--- src/rtl/pwm_pkg.sv ---
// Shared PWM constants and the ramp FSM state type, also used by the PWM
// generator to size its duty comparison.
package pwm_pkg;
  localparam int DEF_DUTY_W   = 4;
  localparam int DEF_DUTY_MAX = 10;

  typedef enum logic {
    IDLE = 1'b0,
    RAMP = 1'b1
  } ramp_state_t;
endpackage

--- src/rtl/pwm_step_timer.sv ---
// Counts PWM period_end pulses while enabled and fires step_tick on the
// period boundary that completes every STEP_DIV periods.
module pwm_step_timer #(
  parameter int STEP_DIV = 4
) (
  input  logic clk,
  input  logic rst_n,
  input  logic clr,
  input  logic en,
  input  logic period_end,
  output logic step_tick
);
  localparam logic [7:0] LAST = 8'(STEP_DIV - 1);

  logic [7:0] cnt;

  assign step_tick = en && period_end && (cnt == LAST);

  always_ff @(posedge clk) begin
    if (!rst_n || clr) begin
      cnt <= '0;
    end else if (en && period_end) begin
      cnt <= step_tick ? 8'd0 : cnt + 8'd1;
    end
  end
endmodule

--- src/rtl/pwm_ramp_controller.sv ---
// Duty-cycle sequencer: accepts host/button target requests and walks duty_out
// toward the target one step per STEP_DIV PWM periods, only on period_end.
module pwm_ramp_controller
  import pwm_pkg::*;
#(
  parameter int DUTY_W    = DEF_DUTY_W,
  parameter int DUTY_MAX  = DEF_DUTY_MAX,
  parameter int INIT_DUTY = 5,
  parameter int STEP_DIV  = 4
) (
  input  logic              clk,
  input  logic              rst_n,
  input  logic              cmd_valid,
  output logic              cmd_ready,
  input  logic [DUTY_W-1:0] cmd_duty,
  input  logic              inc_pulse,
  input  logic              dec_pulse,
  input  logic              period_end,
  output logic [DUTY_W-1:0] duty_out,
  output logic [DUTY_W-1:0] target,
  output logic              busy
);
  localparam logic [DUTY_W-1:0] MAX_V  = DUTY_W'(DUTY_MAX);
  localparam logic [DUTY_W-1:0] INIT_V = DUTY_W'(INIT_DUTY);

  // valid/ready: a request transfers on any clk edge where cmd_valid and
  // cmd_ready are both high; the host holds cmd_duty stable until then.
  ramp_state_t       state, state_next;
  logic [DUTY_W-1:0] duty_q, duty_next, target_q, target_next;
  logic              hs, step_tick, timer_clr;

  assign cmd_ready = (state == IDLE);
  assign busy      = (state == RAMP);
  assign duty_out  = duty_q;
  assign target    = target_q;
  assign hs        = cmd_valid && cmd_ready;
  assign timer_clr = (state_next == IDLE);

  pwm_step_timer #(.STEP_DIV(STEP_DIV)) u_timer (
    .clk        (clk),
    .rst_n      (rst_n),
    .clr        (timer_clr),
    .en         (busy),
    .period_end (period_end),
    .step_tick  (step_tick)
  );

  always_comb begin
    target_next = target_q;
    duty_next   = duty_q;
    // Host wins over buttons; saturation is tested before the +/-1.
    if (hs) begin
      target_next = (cmd_duty > MAX_V) ? MAX_V : cmd_duty;
    end else if (inc_pulse && !dec_pulse) begin
      if (target_q < MAX_V) target_next = target_q + 1'b1;
    end else if (dec_pulse && !inc_pulse) begin
      if (target_q != '0) target_next = target_q - 1'b1;
    end
    if (state == RAMP && step_tick && duty_q != target_q) begin
      duty_next = (target_q > duty_q) ? duty_q + 1'b1 : duty_q - 1'b1;
    end
    // Ramping exactly while duty and target disagree keeps busy truthful.
    state_next = (duty_next != target_next) ? RAMP : IDLE;
  end

  always_ff @(posedge clk) begin
    if (!rst_n) begin
      state    <= IDLE;
      duty_q   <= INIT_V;
      target_q <= INIT_V;
    end else begin
      state    <= state_next;
      duty_q   <= duty_next;
      target_q <= target_next;
    end
  end
endmodule
--- config.mk ---
export PLATFORM = sky130hd
export DESIGN_NAME = pwm_ramp_controller
export DESIGN_NICKNAME = d
export VERILOG_FILES = /design/src/rtl/pwm_pkg.sv /design/src/rtl/pwm_step_timer.sv /design/src/rtl/pwm_ramp_controller.sv
export SDC_FILE = /design/constraint.sdc
export NUM_CORES = 1
export LEC_CHECK = 0
export CORE_AREA = 5 5 78 52
export DETAILED_ROUTE_END_ITERATION = 16
export DIE_AREA = 0 0 83 57
export GPL_TIMING_DRIVEN = 0
export PLACE_DENSITY = 0.71
export SETUP_SLACK_MARGIN = 0.15
export SLEW_MARGIN = 20
export SYNTH_ARGS = -nofsm -noshare
export SYNTH_HDL_FRONTEND = slang
export SYNTH_SLANG_ARGS = --single-unit
export TNS_END_PERCENT = 20
--- constraint.sdc ---
create_clock -name clk -period 2.9 [get_ports clk]
set_input_delay 0.435 -clock clk [delete_from_list [all_inputs] [get_ports clk]]
set_output_delay 0.435 -clock clk [all_outputs]
set_load 0.01 [all_outputs]
==> run metrics <==
status=complete, but fails checks; failing checks=negative setup slack; Post-synth ARST share=0%; CP max stage delay=0.47 ns; GRT Resource Usage Total=12.7%; Synth Register Bits=17; Synthesized Nets=168; grt total ovfl=0; Final period util=101%; final WL=2960 µm; Post-Syn Instances=148; synthesis-to-layout area growth=46.2%; Crit Path Category=reg2reg; ranking of synthesized cells by area=dfxtp_1, ha_1, xnor2_1, xor2_1, a21oi_1; fin crit period=2.92 ns; slowest stage cell, crit path=fa_1; Core Footprint=3360 µm²; CTS Buf Count=3; Avg Cell Area, Syn=8.14 µm²; largest net degree at the start of global routing=11; Distinct cells, synth=37; max cap viols=0; DRC viols=0; num ports=20; post-synthesis sequential area ratio=28.2%; critical-path cell list=inv_6 > ha_4 > nor2b_1 > o211a_1 > nand2b_4 > nand2_4 > inv_1 > fa_1 > xor2_1 > or3_1 > a211oi_4 > buf_4 > buf_12 > nor3b_2; Port Buffers=19; most frequent cells after synthesis=dfxtp_1, nand2_1, a21oi_1, inv_1; drt pass-1 iters=4; post-synth top area cell=dfxtp_1; Max Fclk=343 MHz; Clock Latency Late Sink=0.25 ns; Core Rows=17; EDFF count, synth=0; critical path endpoint category=flip-flop; Slew HR=74.7%; initial antenna violation count=0; Metal-1 WL=1510 µm; CTS Root Cell=clkbuf_8; via/cell ratio=4.94; Final Slew Violations=0; Die W=83 µm; HPWL after detailed placement=2060 µm; Iteration-0 DRC Markers=53; Pwr Density=425 nW/µm²; CTS clk-pin slew, worst paths=0.07 ns; CP required=3.04 ns; post-route design area=1760 µm²; share of post-route cells with drive strength above 1=24.9%; Crit Path Max Fanout=5; clock sink count=17; HP Class=reg2reg; count leader, synth=dfxtp_1; routed len/inst=12.7 µm; top cell type's share of synthesized area=28.2%; RSZ-0062 raised after global routing=true; Place WS=-0.199 ns; CP Data Arrival Time=3.06 ns; maximum clock insertion buffer count=2; startpoint type of the worst setup path=flip-flop; VDD IR max=0.343 mV; P_leak=0.693 nW; placed cells=214; synth warn=0; gp weighted congestion=0.782; Layout Skew=0.00453 ns; total power=0.749 mW; via count=1147; Detail Route Antenna Nets=0; CTS tree=built; Setup WS post-layout=-0.0154 ns; Die Height=57 µm; Most used DFF post-synth=dfxtp_1; Setup violations, final=5; Die ar.=4730 µm²; fin cells=232; global-route wire length before repair=4980 µm; FF-to-FF setup slack=-0.02 ns; fin nets=206; endpoints failing hold=0; WL met3=119 µm; initial core utilization=35.9%; mapped cell area=1200 µm²; area post-placement=1480 µm²; vias in the first global route=1060; uppermost layer routed=met4; CTS H-tree lvls=1; WL met2=1300 µm; Ant. Diodes=0; actual slew at the worst max-slew pin=0.379 ns
==> kinds of logic (layout without fill, tap and decap cells) <==
group                    count (synthesis)  after routing  synth area share (%)
AND/OR/NAND/NOR                         63             63                  29.3
buffers and inverters                   14             51                  4.46
XOR/XNOR                                15             15                  10.9
multiplexers                             1              1                 0.831
adder cells (fa/ha/maj)                 10             10                  11.0
AO/OA/AOI/OAI                           28             28                  15.3
flip-flops                              17             17                  28.2
==> critical path, delay by kind of cell, from the launching register on <==
kind                       cells  cell delay (ns)
buffers and inverters          4             0.36
AOI/OAI and AO/OA              2             0.46
and+or+nand+nor                5             0.75
xor gates and xnor gates       1             0.18
DFF                            1             0.37
adders and majority gates      2             0.67
==> state kept, by name, summed over array words and instances (netlist names) <==
name / flops
busy: 1
target: 4
u_timer.cnt: 8
duty_out: 4
==> worst paths after layout <==
| kind | cells after the start | endpoint | start |
|---|---|---|---|
| min reg2reg | 2 | u_timer.cnt[1] | u_timer.cnt[1] |
| max | 14 | u_timer.cnt[3] | duty_out[1] |
| max reg2reg | 14 | u_timer.cnt[3] | duty_out[1] |
| min | 2 | u_timer.cnt[1] | u_timer.cnt[1] |
==> where the power goes <==
group | leakage (nW) | internal (mW) | total, mW | switching, mW
Sequential | 0.140 | 0.246 | 0.263 | 0.0169
Combinational | 0.531 | 0.162 | 0.309 | 0.147
Clock | 0.0228 | 0.0976 | 0.178 | 0.0799
Total | 0.693 | 0.505 | 0.749 | 0.244
==> area by class of cell <==
cell class / count / area, µm²
well taps: 47 / 58.8
clock buffers: 4 / 45.0
fillers: 342 / 1600
multi-input cells: 117 / 912
flip-flops and latches: 17 / 355
inverters: 12 / 50.0
plain buffers: 2 / 8.76
repair buffers: 33 / 332
==> cell usage in the layout, fill, tap and decap left out, types with 3 or more instances in the layout <==
cell type,count
clkdlybuf4s50_1,19
clkbuf_8,3
dfxtp_4,3
a21oi_2,3
dfxtp_2,3
o21ai_0,3
dfxtp_1,11
nand2b_1,4
nor3b_2,4
nor2b_1,4
xor2_1,7
nand2_1,15
nor3_1,3
nand4_1,3
a31oi_1,3
nand3_1,5
nor2_1,8
buf_4,11
xnor2_1,6
a21oi_1,9
ha_1,7
inv_1,11
==> metrics by stage <==
stage | setup TNS, ns | hold slack (ns) | util [%]
floorplan | 0 | 0.508 | -
global placement | -1.15 | 0.552 | 44.0
detailed placement | -1.58 | 0.555 | 44.0
CTS | -0.429 | 0.560 | 51.0
global route | -1.40 | 0.575 | 52.4
finish | -0.0541 | 0.556 | 52.4
==> what timing repair did <==
| item | CTS | global route |
|---|---|---|
| resized for setup | 16 | 9 |
| setup endpoints to repair | 9 | 10 |
| setup buffers | 12 | 1 |
| gates cloned | 1 | 0 |
| hold buffers | 0 | 0 |
| pin swaps | 10 | 8 |
==> layer usage <==
metal,track usage [%],up-vias
met3,3.61,5
met4,2.10,0
met2,18.6,17
met5,0,-
li1,-,587
met1,18.8,538
No activity file was read; power rests on OpenSTA's default activity.
